## src/rtl/mem_req_arbiter.sv

```systemverilog
// mem_req_arbiter: shares one AXI master port among ICache/DCache refills and DCache writes.
// Define MEM_ARB_RR_EN for round-robin read arbitration; otherwise DCache reads always win.
module mem_req_arbiter #(
    parameter int ADDR_W = 32,
    parameter int BLK_W  = 256,
    parameter int OFS_W  = 5
) (
    input  logic              aclk,
    input  logic              aresetn,
    input  logic              ic_rreq,
    input  logic [ADDR_W-1:0] ic_raddr,
    output logic              ic_rgnt,
    output logic              ic_rvalid,
    output logic [BLK_W-1:0]  ic_rdata,
    input  logic              dc_rreq,
    input  logic [ADDR_W-1:0] dc_raddr,
    output logic              dc_rgnt,
    output logic              dc_rvalid,
    output logic [BLK_W-1:0]  dc_rdata,
    input  logic [3:0]        dc_wen,
    input  logic [ADDR_W-1:0] dc_waddr,
    input  logic [31:0]       dc_wdata,
    output logic              dc_wgnt,
    output logic              bus_ren,
    output logic [ADDR_W-1:0] bus_raddr,
    input  logic              bus_rrdy,
    input  logic              bus_rvalid,
    input  logic [BLK_W-1:0]  bus_rdata,
    output logic [3:0]        bus_wen,
    output logic [ADDR_W-1:0] bus_waddr,
    output logic [31:0]       bus_wdata,
    input  logic              bus_wrdy
);

    typedef enum logic [1:0] {R_IDLE, R_ISSUE, R_WAIT} rstate_t;
    typedef enum logic [1:0] {W_EMPTY, W_FULL, W_SENT, W_DRAIN} wstate_t;

    rstate_t           r_rstate, w_rnext;
    wstate_t           r_wstate, w_wnext;
    logic [ADDR_W-1:0] r_raddr;
    logic              r_owner;
    logic              r_ren;
    logic              r_ic_rgnt, r_dc_rgnt;
    logic              r_ic_rvalid, r_dc_rvalid;
    logic [BLK_W-1:0]  r_ic_rdata, r_dc_rdata;
    logic [3:0]        r_wen_buf;
    logic [ADDR_W-1:0] r_waddr_buf;
    logic [31:0]       r_wdata_buf;
    logic              r_wgnt, r_bwen;

    logic w_buf_busy, w_hazard;
    logic w_ic_elig, w_dc_elig, w_pick_dc;
    logic w_grant, w_issue_done, w_deliver;
    logic w_wcap, w_wsend;

    // A read to the block held in (or entering) the write buffer must wait for the write
    assign w_buf_busy = (r_wstate != W_EMPTY);
    assign w_hazard   = w_buf_busy
        ? (dc_raddr[ADDR_W-1:OFS_W] == r_waddr_buf[ADDR_W-1:OFS_W])
        : ((dc_wen != 4'b0) && (dc_raddr[ADDR_W-1:OFS_W] == dc_waddr[ADDR_W-1:OFS_W]));
    assign w_ic_elig  = ic_rreq;
    assign w_dc_elig  = dc_rreq && !w_hazard;

`ifdef MEM_ARB_RR_EN
    logic r_ptr;

    assign w_pick_dc = w_dc_elig && (!w_ic_elig || r_ptr);

    always_ff @(posedge aclk or negedge aresetn) begin
        if (!aresetn) begin
            r_ptr <= 1'b0;
        end else if (w_grant) begin
            r_ptr <= ~w_pick_dc;
        end
    end
`else
    assign w_pick_dc = w_dc_elig;
`endif

    always_comb begin
        w_rnext      = r_rstate;
        w_grant      = 1'b0;
        w_issue_done = 1'b0;
        w_deliver    = 1'b0;
        unique case (r_rstate)
            R_IDLE: begin
                if (bus_rrdy && (w_ic_elig || w_dc_elig)) begin
                    w_grant = 1'b1;
                    w_rnext = R_ISSUE;
                end
            end
            R_ISSUE: begin
                if (r_ren && !bus_rrdy) begin
                    w_issue_done = 1'b1;
                    w_rnext      = R_WAIT;
                end
            end
            R_WAIT: begin
                if (bus_rvalid && bus_rrdy) begin
                    w_deliver = 1'b1;
                    w_rnext   = R_IDLE;
                end
            end
            default: w_rnext = R_IDLE;
        endcase
    end

    always_ff @(posedge aclk or negedge aresetn) begin
        if (!aresetn) begin
            r_rstate    <= R_IDLE;
            r_raddr     <= '0;
            r_owner     <= 1'b0;
            r_ren       <= 1'b0;
            r_ic_rgnt   <= 1'b0;
            r_dc_rgnt   <= 1'b0;
            r_ic_rvalid <= 1'b0;
            r_dc_rvalid <= 1'b0;
            r_ic_rdata  <= '0;
            r_dc_rdata  <= '0;
        end else begin
            r_rstate    <= w_rnext;
            r_ic_rgnt   <= w_grant && !w_pick_dc;
            r_dc_rgnt   <= w_grant && w_pick_dc;
            r_ren       <= (r_rstate == R_ISSUE) && !w_issue_done;
            r_ic_rvalid <= w_deliver && !r_owner;
            r_dc_rvalid <= w_deliver && r_owner;
            if (w_grant) begin
                r_raddr <= w_pick_dc ? dc_raddr : ic_raddr;
                r_owner <= w_pick_dc;
            end
            if (w_deliver && !r_owner) begin
                r_ic_rdata <= bus_rdata;
            end
            if (w_deliver && r_owner) begin
                r_dc_rdata <= bus_rdata;
            end
        end
    end

    always_comb begin
        w_wnext = r_wstate;
        w_wcap  = 1'b0;
        w_wsend = 1'b0;
        unique case (r_wstate)
            W_EMPTY: begin
                if (dc_wen != 4'b0) begin
                    w_wcap  = 1'b1;
                    w_wnext = W_FULL;
                end
            end
            W_FULL: begin
                if (bus_wrdy) begin
                    w_wsend = 1'b1;
                    w_wnext = W_SENT;
                end
            end
            W_SENT: begin
                if (!bus_wrdy) begin
                    w_wnext = W_DRAIN;
                end
            end
            W_DRAIN: begin
                if (bus_wrdy) begin
                    w_wnext = W_EMPTY;
                end
            end
            default: w_wnext = W_EMPTY;
        endcase
    end

    always_ff @(posedge aclk or negedge aresetn) begin
        if (!aresetn) begin
            r_wstate    <= W_EMPTY;
            r_wen_buf   <= 4'b0;
            r_waddr_buf <= '0;
            r_wdata_buf <= '0;
            r_wgnt      <= 1'b0;
            r_bwen      <= 1'b0;
        end else begin
            r_wstate <= w_wnext;
            r_wgnt   <= w_wcap;
            r_bwen   <= w_wsend;
            if (w_wcap) begin
                r_wen_buf   <= dc_wen;
                r_waddr_buf <= dc_waddr;
                r_wdata_buf <= dc_wdata;
            end
        end
    end

    assign ic_rgnt   = r_ic_rgnt;
    assign dc_rgnt   = r_dc_rgnt;
    assign ic_rvalid = r_ic_rvalid;
    assign dc_rvalid = r_dc_rvalid;
    assign ic_rdata  = r_ic_rdata;
    assign dc_rdata  = r_dc_rdata;
    assign bus_ren   = r_ren;
    assign bus_raddr = r_raddr;
    assign dc_wgnt   = r_wgnt;
    assign bus_wen   = r_bwen ? r_wen_buf : 4'b0;
    assign bus_waddr = r_waddr_buf;
    assign bus_wdata = r_wdata_buf;

endmodule
```

## config.mk

```make
export PLATFORM = sky130hd
export DESIGN_NAME = mem_req_arbiter
export DESIGN_NICKNAME = d
export VERILOG_FILES = /design/src/rtl/mem_req_arbiter.sv
export SDC_FILE = /design/constraint.sdc
export NUM_CORES = 1
export LEC_CHECK = 0
export CAP_MARGIN = 25
export CORE_AREA = 2 2 395 397
export DETAILED_ROUTE_END_ITERATION = 7
export DIE_AREA = 0 0 397 399
export REMOVE_ABC_BUFFERS = 1
export SLEW_MARGIN = 15
export SYNTH_ARGS = -nofsm -noshare
export SYNTH_HDL_FRONTEND = slang
export SYNTH_SLANG_ARGS = --single-unit
```

## constraint.sdc

```tcl
create_clock -name aclk -period 4.6 [get_ports aclk]
set_input_delay 0.92 -clock aclk [delete_from_list [all_inputs] [get_ports aclk]]
set_output_delay 0.92 -clock aclk [all_outputs]
set_load 0.005 [all_outputs]
```

==> flow_summary_export.csv <==
group,metric,value,unit
place,hpwl,106000,um
cells_and_area,syn2layout_area_growth,63.4,%
floorplan,die_h,399,um
worst_setup_path,crit_arrival,3.89,ns
cells_and_area,instances_no_fill,5352,
worst_setup_path,worst-path-buf-inv,3,
clock_tree,cts_buffers,78,
clock_tree,root_buffer,"clkbuf_16",
yosys,postSynthAreaPerCell,11.0,um^2
place,dpl.cell_count,5206,
cells_and_area,drive_above_1_share,0.136,
flow_run,drv_cap,0,
pwr,finalPower,0.0252,W
floorplan,rows,144,
worst_setup_path,r2r_cells,9,
global_routing,grt_util_all_layers,0.161,
worst_setup_path,critical_path_class,"in2reg",
worst_setup_path,endpoint_kind,"flop",
floorplan,io_pins,1013,
clock_tree,post_cts_buffers,0,
global_routing,grt_overflow_total,0,
timing,setup_viol,0,
timing,slew_violations,0,
clock_tree,cts.reportedPaths.clkPinSlew,0.06,ns
pwr,p_leak,18.0,nW
timing,min_period,3.34,ns
worst_setup_path,crit_chain,"clkdlybuf4s50_1, xor2_1, nor4_1, nand4_1, or4_1, nand3_2, inv_2, buf_4, o211ai_1",
drt,wl,132000,um
worst_setup_path,worstSetupStartpointType,"input port",
timing,hold_viol,0,
pwr,p_per_area,633,nW/um^2
timing,worst_pin_slew,1.03,ns
timing,skew,0.0338,ns
yosys,synth_warnings,0,
drt,vias,21000,
floorplan,core_area,154000,um^2
clock_tree,h-tree-depth,3,
worst_setup_path,cp.depth,9,
clock_tree,post_cts_resized,0,
worst_setup_path,cp_max_fo,32,
timing,slew_headroom,0.313,
yosys,syn_inst,2219,
cells_and_area,fin_nets,3641,
clock_tree,postCtsHoldBufs,0,
drt,ant_nets,0,
drt,wl_per_cell,24.7,um
drt,drc,0,
worst_setup_path,worst_path_max_delay_cell,"or4_1",
worst_setup_path,worstPathRequired,5.15,ns
worst_setup_path,max_stage_delay,0.76,ns
yosys,synth_area,24400,um^2
drt,drt_iter0_drc,1084,
pwr,ir_drop,0.335,mV
floorplan,die_w,397,um
yosys,yosys_register_bits,624,
clock_tree,cts_tree,"done",
place,place_congestion,0.926,
timing,max_freq,300,MHz
yosys,yosys.cell_types.count,33,
timing,rsz0062_at_grt,"no",
global_routing,grt_pass1_vias,21500,
clock_tree,insertion_delay,0.67,ns
global_routing,grt_first_pass_wirelength,178000,um
clock_tree,clock-sinks,624,
global_routing,antenna_found_initial,68,
drt,viasPerCell,3.93,
status,status,"complete, no violations",
yosys,synth_seq_area_share,0.640,
timing,fin_crit_sh,0.725,
timing,timing.final.ws_setup,1.26,ns
clock_tree,clockBufferDepth,3,
global_routing,grt_max_degree,153,
floorplan,start_util,0.159,
floorplan,fp.dieArea,158000,um^2
drt,first_pass_iters,5,
place,place_ws,0.647,ns
place,io_buffers,1012,
worst_setup_path,crit_family,"simple AND/OR/NAND/NOR gates",
hold_path,hold_class,"in2async",
-- sequential cells by signal, indices dropped and copies added, names as in the netlist, 2 cells and up --
name       flops
r_rstate       2
bus_raddr     32
r_wstate       2
bus_waddr     32
dc_rdata     256
ic_rdata     256
bus_wdata     32
r_wen_buf      4
-- through the flow --
step | area, um^2 | utilization | hold slack [ns] | setup TNS, ns
after CTS | 39800 | 0.259 | 0.219 | 0
after detailed placement | 37200 | 0.242 | 0.461 | 0
final | 39800 | 0.259 | 0.258 | 0
after global placement | 37200 | 0.242 | 0.457 | 0
after global routing | 39800 | 0.259 | 0.251 | 0
after floorplan | 23800 | - | 0.455 | -7689.78
-- metal layers --
metal  vias up  wire [um]  GRT usage
met1     10500      53500      0.198
met3       234      10400     0.0447
met4        20       4190     0.0509
met5         -        128          0
met2       944      63900      0.271
li1       9297          -          -
-- area by class of cell --
class / instances / area [um^2]
clock inverters: 24 / 307
well taps: 2044 / 2560
clock buffers: 114 / 2290
flip-flops and latches: 624 / 15600
fillers: 16200 / 114000
diodes: 8 / 20.0
repair buffers: 1072 / 10800
inverters: 9 / 41.3
multi-input cells: 1457 / 8230
-- synthesized netlist by cell type --
cell      count  area [um^2]
o211ai_1     31          233
inv_2         1         3.75
o21ai_0       3         15.0
o32a_1        1         10.0
xnor2_1      16          140
nand4_1      37          231
inv_1         7         26.3
a221o_1       1         10.0
or3_1         1         6.26
nor2_1        1         3.75
nand2b_1      1         6.26
nor3_1        3         15.0
buf_2        24          120
and2_1        7         43.8
dfrtp_1     624        15600
mux2_2      256         2880
xor2_1       38          333
nand3_2       1         10.0
or4_1         2         15.0
buf_6         3         33.8
o311ai_0     31          272
buf_1         7         26.3
nand3b_1      1         7.51
a21oi_1       2         10.0
a31oi_2       1         12.5
clkbuf_1     95          357
clkinv_1      1         3.75
a22o_1        4         35.0
nand2_1     999         3750
nor4_1       14         87.6
and4_1        1         8.76
a31oi_1       1         6.26
ha_1          4         50.1
-- cell usage in the layout, fill, tap and decap left out, drive strengths merged, types with 4 or more instances in the layout --
cell	count
diode	8
dfrtp	624
nor4	14
bufinv	4
nand2	999
a22o	4
xor2	38
o311ai	31
nand4	37
o211ai	31
ha	4
xnor2	16
inv	13
and2	7
buf	61
mux2	256
clkbuf	114
clkdlybuf4s50	1011
clkinv	14
-- kinds of logic (layout without fill, tap and decap cells) --
family	count (synthesis)	count (layout)	synth area share
simple gates	1068	1068	0.172
flops	624	624	0.640
mux	256	256	0.118
buf+inv	138	1219	0.0234
compound gates	75	75	0.0247
xor+xnor	54	54	0.0194
fa+ha+maj	4	4	0.00205
other cells	0	8	0
-- where the power goes --
group	switching [W]	leakage, nW	internal (W)
clock	0.00261	1.27	0.00370
combinational	0.00406	8.56	0.00552
sequential	0.00154	8.13	0.00780
total	0.00822	18.0	0.0170
-- worst paths after layout --
| check | from | to | slack [ns] |
|---|---|---|---|
| worst max-delay path | dc_raddr[18] | bus_raddr[25] | 1.26 |
| worst min-delay path | aresetn | bus_wdata[17] | 0.26 |
| worst max register to register | r_wstate[0] | bus_raddr[25] | 1.60 |
| worst min register to register | dc_rdata[32] | dc_rdata[32] | 0.47 |
| max in group asynchronous | aresetn | dc_rdata[98] | 3.17 |
| min in group aclk | dc_rdata[32] | dc_rdata[32] | 0.47 |
Note: power is estimated with default switching activity, not from simulation.
